$ cat config.mk
export PLATFORM = sky130hd
export DESIGN_NAME = lfsr_range_sampler
export DESIGN_NICKNAME = d
export VERILOG_FILES = /design/src/rtl/lfsr_range_sampler.sv
export SDC_FILE = /design/constraint.sdc
export NUM_CORES = 1
export LEC_CHECK = 0
export ABC_AREA = 1
export ABC_CLOCK_PERIOD_IN_PS = 1480
export BUFFER_PORTS_ARGS = -buffer_cell sky130_fd_sc_hd__clkbuf_2
export CAP_MARGIN = 5
export CORE_ASPECT_RATIO = 0.9
export CORE_MARGIN = 3
export CORE_UTILIZATION = 46
export DETAILED_ROUTE_END_ITERATION = 10
export PLACE_DENSITY = 0.78
export RECOVER_POWER = 25
export SKIP_CTS_REPAIR_TIMING = 1
export SLEW_MARGIN = 20
export SYNTH_ARGS = -nofsm -noshare
export SYNTH_HDL_FRONTEND = slang
export SYNTH_SLANG_ARGS = --single-unit
$ cat constraint.sdc
create_clock -name clk -period 1.48 [get_ports clk]
set_input_delay 0.222 -clock clk [delete_from_list [all_inputs] [get_ports clk]]
set_output_delay 0.222 -clock clk [all_outputs]
set_load 0.02 [all_outputs]
$ cat src/rtl/lfsr_range_sampler.sv
// Seeds an external LFSR, discards a warm-up run, and turns its state into uniform samples in [0, LIMIT-1]
// by rejection. Optional rejected-candidate counter is enabled with `define SAMPLER_REJECT_CNT_EN.
module lfsr_range_sampler #(
  parameter int             N            = 17,
  parameter int             LIMIT        = 10,
  parameter int             K            = $clog2(LIMIT),
  parameter int             WARMUP       = 4,
  parameter logic [N-1:0]   DEFAULT_SEED = 17'h1ACE1
) (
  input  logic         clk,
  input  logic         rst,
  input  logic         start,
  input  logic [N-1:0] seed,
  input  logic [N-1:0] lfsr_num,
  output logic         lfsr_load,
  output logic [N-1:0] lfsr_seed,
  output logic         out_valid,
  input  logic         out_ready,
  output logic [K-1:0] out_data,
  output logic         busy,
  output logic         lockup
`ifdef SAMPLER_REJECT_CNT_EN
  ,
  output logic [7:0]   reject_cnt
`endif
);

  localparam int           WCW       = (WARMUP > 1) ? $clog2(WARMUP) : 1;
  localparam logic [WCW-1:0] WARM_LAST = WCW'((WARMUP > 0) ? WARMUP - 1 : 0);
  localparam logic [K:0]   LIMIT_V   = (K+1)'(LIMIT);

  typedef enum logic [2:0] {IDLE, LOAD, WARM, SAMPLE, HOLD} state_t;

  state_t         state, state_nxt;
  logic [WCW-1:0] warm_cnt, warm_nxt;
  logic           load_nxt, valid_nxt, busy_nxt, lockup_nxt;
  logic [N-1:0]   seed_nxt;
  logic [K-1:0]   data_nxt;
  logic [K-1:0]   cand;
  logic           cand_ok, lock_det;

  function automatic logic [N-1:0] pick_seed(input logic [N-1:0] s);
    return (s == '0) ? DEFAULT_SEED : s;
  endfunction

`ifdef SAMPLER_REJECT_CNT_EN
  logic [7:0] reject_nxt;

  function automatic logic [7:0] sat_inc8(input logic [7:0] v);
    return (v == 8'hFF) ? v : v + 8'd1;
  endfunction
`endif

  assign cand     = lfsr_num[K-1:0];
  assign cand_ok  = {1'b0, cand} < LIMIT_V;
  // An all-zero LFSR never leaves zero; only states the LFSR actually free-runs through are watched.
  assign lock_det = ((state == WARM) || (state == SAMPLE)) && (lfsr_num == '0);

  always_ff @(posedge clk or negedge rst) begin
    if (!rst) begin
      state      <= IDLE;
      warm_cnt   <= '0;
      lfsr_load  <= 1'b0;
      lfsr_seed  <= '0;
      out_valid  <= 1'b0;
      out_data   <= '0;
      busy       <= 1'b0;
      lockup     <= 1'b0;
`ifdef SAMPLER_REJECT_CNT_EN
      reject_cnt <= '0;
`endif
    end else begin
      state      <= state_nxt;
      warm_cnt   <= warm_nxt;
      lfsr_load  <= load_nxt;
      lfsr_seed  <= seed_nxt;
      out_valid  <= valid_nxt;
      out_data   <= data_nxt;
      busy       <= busy_nxt;
      lockup     <= lockup_nxt;
`ifdef SAMPLER_REJECT_CNT_EN
      reject_cnt <= reject_nxt;
`endif
    end
  end

  always_comb begin
    state_nxt = state;
    if (start) begin
      state_nxt = LOAD;
    end else begin
      case (state)
        IDLE:    state_nxt = IDLE;
        LOAD:    state_nxt = (WARMUP == 0) ? SAMPLE : WARM;
        WARM: begin
          if (lock_det)                   state_nxt = LOAD;
          else if (warm_cnt == WARM_LAST) state_nxt = SAMPLE;
        end
        SAMPLE: begin
          if (lock_det)     state_nxt = LOAD;
          else if (cand_ok) state_nxt = HOLD;
        end
        HOLD:    if (out_ready) state_nxt = SAMPLE;
        default: state_nxt = IDLE;
      endcase
    end
  end

  // Outputs are registered, so they are derived from the state being entered.
  always_comb begin
    load_nxt   = (state_nxt == LOAD);
    valid_nxt  = (state_nxt == HOLD);
    busy_nxt   = (state_nxt != IDLE);
    warm_nxt   = ((state == WARM) && (state_nxt == WARM)) ? warm_cnt + 1'b1 : '0;
    data_nxt   = ((state == SAMPLE) && (state_nxt == HOLD)) ? cand : out_data;
    seed_nxt   = lfsr_seed;
    lockup_nxt = lockup;
    if (start) begin
      seed_nxt   = pick_seed(seed);
      lockup_nxt = 1'b0;
    end else if (lock_det) begin
      seed_nxt   = DEFAULT_SEED;
      lockup_nxt = 1'b1;
    end
`ifdef SAMPLER_REJECT_CNT_EN
    reject_nxt = reject_cnt;
    if (start)
      reject_nxt = '0;
    else if ((state == SAMPLE) && !lock_det && !cand_ok)
      reject_nxt = sat_inc8(reject_cnt);
`endif
  end

endmodule

== After elaboration in Yosys (flattened, before gate mapping) ==
Cells that the tools add are included.

* Add/sub/neg operators: 1
* Order comparisons: 1
* Equality and inequality tests: 8
* Muxes and demuxes: 13
* Reduce and logical (&&, ||, !) cells: 8

{| class="wikitable"
|+ Operator list
! operator !! number
|-
| 2-to-1 mux 17 bit || 3
|-
| zero test 17 bit || 2
|-
| 2-to-1 mux 3 bit || 6
|-
| one-hot mux 3 bit (4 select lines) || 1
|-
| equality test 3 x 2 -> 1 bit (second input constant) || 3
|-
| equality test 3 x 1 -> 1 bit (second input constant) || 2
|-
| equality test 3 bit (second input constant) || 2
|-
| less-than comparator 4 bit (second input constant) || 1
|-
| logical AND 1 bit || 3
|-
| nonzero test 3 bit || 1
|-
| adder 2 x 1 -> 2 bit (second input constant) || 1
|-
| equality test 2 bit (second input constant) || 1
|-
| 2-to-1 mux 1 bit || 2
|-
| 2-to-1 mux 2 bit || 1
|-
| nonzero test 2 bit || 1
|-
| logical OR 1 bit || 1
|}

* Flip-flop bits (word level): 30
* Input port bits: 38
* Output and inout bits: 25
* Logic and storage cells: 39

== Depth between registers and ports, before layout ==
* Depth in word-level cells: 9
* Gate-level depth with buffers: 10
* Mapped depth without buffers: 10

== Least setup slack after synthesis ==
OpenSTA, ideal clock, no wires.

* Path kind: register to register
* From: register state[1]
* To: register out_data[0]
* Setup time: 0.117 ns
* Arrival time: 1.129 ns
* Required time: 1.363 ns
* Setup slack: 0.234 ns
* Stages on the path, launching flop included: 8
* Path buffers: 0
* Clock period less this slack: 1.246 ns
* Path through: dfrtp_1 > nor3_2 > inv_1 > or2_4 > nand2_4 > nand3_4 > nand2_1 > nand2_1

* Longest elaborated chain between the ends: 8
* Elaborated cells between the ends (all ways): 15

{| class="wikitable"
|+ Ends and longest elaborated chain
! item !! RTL line !! text
|-
| from (decl) || 34 || <nowiki>state_t state, state_nxt;</nowiki>
|-
| from (signal assigned) || 73 || <nowiki>state <= state_nxt;</nowiki>
|-
| equality test 3 x 2 -> 1 bit, on equally long branches || 57, 92, 115 ||
|-
| logical OR 1 bit || 57 || <nowiki>assign lock_det = ((state == WARM) || (state == SAMPLE)) && (lfsr_num == '0);</nowiki>
|-
| logical AND 1 bit || 57 ||
|-
| 2-to-1 mux 3 bit, on equally long branches || 100, 96 ||
|-
| one-hot mux 3 bit (4 select lines) || 92 || <nowiki>case (state)</nowiki>
|-
| 2-to-1 mux 3 bit || 89 || <nowiki>if (start) begin</nowiki>
|-
| equality test 3 bit || 115 || <nowiki>data_nxt = ((state == SAMPLE) && (state_nxt == HOLD)) ? cand : out_data;</nowiki>
|-
| logical AND 1 bit (*) || 115 ||
|-
| to (signal assigned) || 78 || <nowiki>out_data <= data_nxt;</nowiki>
|-
| to (decl) || 19 || <nowiki>output logic [K-1:0] out_data,</nowiki>
|}

Every way passes the cells marked *; elsewhere a longest branch is shown, timed or not.
A chain may end at the register's enable or synchronous reset.

== Final worst setup path ==
* From: register state[1]
* To: register lfsr_seed[16]

* Longest elaborated chain between the ends: 4
* Elaborated cells between the ends (all ways): 5

{| class="wikitable"
|+ Ends and longest elaborated chain
! item !! RTL line !! text
|-
| equality test 3 x 2 -> 1 bit || 57 ||
|-
| logical OR 1 bit (*) || 57 ||
|-
| logical AND 1 bit (*) || 57 ||
|-
| nonzero test 2 bit (no source line) (*) || - ||
|-
| to (signal assigned) || 76 || <nowiki>lfsr_seed <= seed_nxt;</nowiki>
|-
| to (decl) || 16 || <nowiki>output logic [N-1:0] lfsr_seed,</nowiki>
|}

Marks and branches as above.

==> summary.json <==
{
  "global_route": {
    "maximum_number_of_pins_on_one_net_before_global_route_repair": 31,
    "grt_overflow": 0,
    "antenna_violations_before_repair": 0,
    "first_global_vias": 1166,
    "grt_first_pass_wirelength_um": 5200,
    "grt_usage_pct": 18.4
  },
  "finish": {
    "most-common-layout-cells": "63 x sky130_fd_sc_hd__clkbuf_2, 36 x sky130_fd_sc_hd__nor2_1, 32 x sky130_fd_sc_hd__nand2_1",
    "design.final.nets": 268,
    "design_area_mm2": 0.00186,
    "final_cell_count_no_fill": 270,
    "drive_gt1_share_pct": 40.0,
    "antenna_fix_cells": 0,
    "syn_to_final_growth_pct": 31.5,
    "finalCoreUtilization_pct": 65.7,
    "layout.cells.most_common": "sky130_fd_sc_hd__clkbuf_2"
  },
  "floorplan": {
    "placementRows": 18,
    "core_footprint_mm2": 0.00284,
    "floorplan.io_pins": 63,
    "die-area_mm2": 0.00378,
    "initial_core_util_pct": 49.9,
    "die_height_um": 58.6,
    "die_x_um": 64.5
  },
  "synthesis": {
    "postSynthRegisterBits": 30,
    "synth.cell_area_mm2": 0.00142,
    "synth_fp_nets": 198,
    "asyncSetResetFlopFracSynth_pct": 100,
    "sequential_fraction_of_the_synthesis_area_pct": 53.0,
    "yosysUniqueCellTypes": 27,
    "yosysWarningCount": 0,
    "synthFlopType": "sky130_fd_sc_hd__dfrtp_1",
    "synth.avg_cell_area_um2": 8.91,
    "synth-edff-count": 0,
    "syn-instance-count": 159
  },
  "routing": {
    "drtPass1Iterations": 4,
    "drc_errors": 0,
    "detail_route.iter0.violations": 47,
    "post_drt_wl_per_cell_um": 11.8,
    "detailroute.via_count": 1280,
    "vias_per_cell": 4.74,
    "finalWirelength_um": 3190,
    "antenna_violating_nets_post_route": 0
  },
  "sta": {
    "finalHoldViolations": 0,
    "max-slew-margin-rel_pct": 53.2,
    "crit_share_post_route_pct": 92.0,
    "clock-skew-final_ns": 0.00428,
    "setup_viol_count_final": 0,
    "tightest_slew_ns": 0.702,
    "fin_setup_tns_ns": 0,
    "rsz0062_at_grt": "false",
    "maxSlewViolCount": 0,
    "max_clock_freq_mhz": 735,
    "final.min_clock_period_ns": 1.36
  },
  "cts": {
    "clock_tree.buffer_depth": 2,
    "clock_latency_ns": 0.33,
    "tritoncts.num_buffers": 5,
    "clock-root-buffer": "sky130_fd_sc_hd__clkbuf_4",
    "cts.sinks": 30,
    "clk_pin_slew_worst_paths_ns": 0.09,
    "tritoncts_clock_tree": "done",
    "cts_max_level": 2
  },
  "worst_setup_path": {
    "r2r_cells": 9,
    "worstPathMaxFanout": 9,
    "launch_instance_of_the_worst_register_to_register_path": "state[1]$_DFF_PN0_",
    "critPathTopFamily": "simple AND/OR/NAND/NOR gates",
    "cp.buffers_inverters": 2,
    "critical-path-max-stage-delay_ns": 0.38,
    "cp_slowest_cell": "sky130_fd_sc_hd__dfrtp_1",
    "path_cells": "inv_2 > nor2_4 > nand2_1 > nor2_2 > nand3_2 > nand2_2 > buf_4 > nor2_1 > a21oi_1",
    "crit_path_end_kind": "flip-flop",
    "timing.critical_path.from_type": "flip-flop",
    "critical_path_class": "flip-flop to flip-flop",
    "cp.required_ns": 1.74,
    "r2r_end": "lfsr_seed[16]$_DFFE_PN0P_",
    "reg2reg_setup_slack_ns": 0.12,
    "worst_ep_arrival_time_ns": 1.62
  },
  "run": {
    "timing.max_cap.violations": 0
  },
  "min_path": {
    "timing.hold.worst_endpoint": "lfsr_seed[2]$_DFFE_PN0P_",
    "min_path_cells": 3,
    "hold_start": "seed[2]",
    "min_path_type": "primary input to flip-flop"
  },
  "placement": {
    "dpl.cell_count": 261,
    "dpl-instance-area_mm2": 0.00178,
    "detailedPlacementHpwl_um": 2560,
    "placement.io_buffers": 62,
    "routabilityCongestion": 0.827
  },
  "pwr": {
    "cellPowerDensity_mw_per_mm2": 1020,
    "ir_worst_vdd_uv": 670,
    "p_leak_uw": 0.000980
  },
  "status": {
    "status": "complete, no violations"
  }
}
-- layer usage --
layer	vias up	track usage (%)	part of all wire, %
li1	660	-	-
met1	569	24.5	45
met2	42	26.6	46
met3	9	5.92	6.9
met4	0	10.5	2.6
met5	-	0	0
-- tightest hold or removal path: stages --
cell	delay (ns)
sky130_fd_sc_hd__clkbuf_2	0.10
sky130_fd_sc_hd__nand2_1	0.05
sky130_fd_sc_hd__nand2_1	0.05
-- flip-flops by register name, indices dropped and copies added, names as in the netlist --
register,cells
busy,1
lfsr_load,1
lfsr_seed,17
lockup,1
out_data,4
out_valid,1
state,3
warm_cnt,2
-- where the power goes --
| part | internal, µW | switching, µW |
|---|---|---|
| Combinational | 144 | 244 |
| Clock | 324 | 264 |
| Sequential | 890 | 40.0 |
-- cell type report --
class,instances,area [µm²]
fill,269,975
inverter,13,48.8
multi-input combinational,112,587
tap,40,50.0
sequential,30,751
clock buffer,8,78.8
timing repair buffer,67,348
-- stage by stage --
step	setup slack (ns)	hold slack (ns)	total power, µW
3_3_place_gp	0.120	0.246	1330
6_report	0.119	0.126	1910
2_1_floorplan	0.234	-0.0736	1160
3_5_place_dp	0.0876	0.248	1340
5_1_grt	0.00513	0.136	2010
4_1_cts	0.103	-0.120	1930
-- synth_stat cells (2+ instances only) --
cell                       instances  share of area [%]
sky130_fd_sc_hd__nand3_1           3                1.1
sky130_fd_sc_hd__dfrtp_1          30                 53
sky130_fd_sc_hd__nor3_2            2                1.4
sky130_fd_sc_hd__nand2_2           2               0.88
sky130_fd_sc_hd__inv_1            10                2.7
sky130_fd_sc_hd__nor2_4            2                1.6
sky130_fd_sc_hd__a21oi_2           4                2.5
sky130_fd_sc_hd__inv_2             2               0.53
sky130_fd_sc_hd__a22o_1            4                2.5
sky130_fd_sc_hd__nor3_1            2               0.71
sky130_fd_sc_hd__clkbuf_1          2               0.53
sky130_fd_sc_hd__buf_6             2                1.6
sky130_fd_sc_hd__nand4_1           6                2.7
sky130_fd_sc_hd__nand2_1          32                8.5
sky130_fd_sc_hd__nor2_1           36                9.5
sky130_fd_sc_hd__a21oi_1           9                3.2
-- worst max path at each step --
| stage | from | endpoint | slack (ns) | depth (start not counted) |
|---|---|---|---|---|
| after global placement | state[2]$_DFF_PN0_ | lfsr_seed[16]$_DFFE_PN0P_ | 0.12 | 8 |
| after global routing | state[1]$_DFF_PN0_ | lfsr_seed[13]$_DFFE_PN0P_ | 0.005 | 9 |
| after floorplan | state[1]$_DFF_PN0_ | out_data[0]$_DFFE_PN0P_ | 0.23 | 7 |
| after detailed placement | seed[1] | lfsr_seed[10]$_DFFE_PN0P_ | 0.09 | 5 |
| after CTS | state[1]$_DFF_PN0_ | lfsr_seed[5]$_DFFE_PN0P_ | 0.10 | 9 |
| final | state[1]$_DFF_PN0_ | lfsr_seed[16]$_DFFE_PN0P_ | 0.12 | 9 |
-- logic make-up (layout without fill, tap and decap cells) --
logic type / after synthesis / count (layout) / synth area share [%]
DFF: 30 / 30 / 53.0
AOI/OAI and AO/OA: 18 / 18 / 8.66
adders and majority gates: 1 / 1 / 0.883
and+or+nand+nor: 93 / 93 / 31.9
buffers and inverters: 17 / 88 / 5.57
No activity file was read; power rests on OpenSTA's default activity.
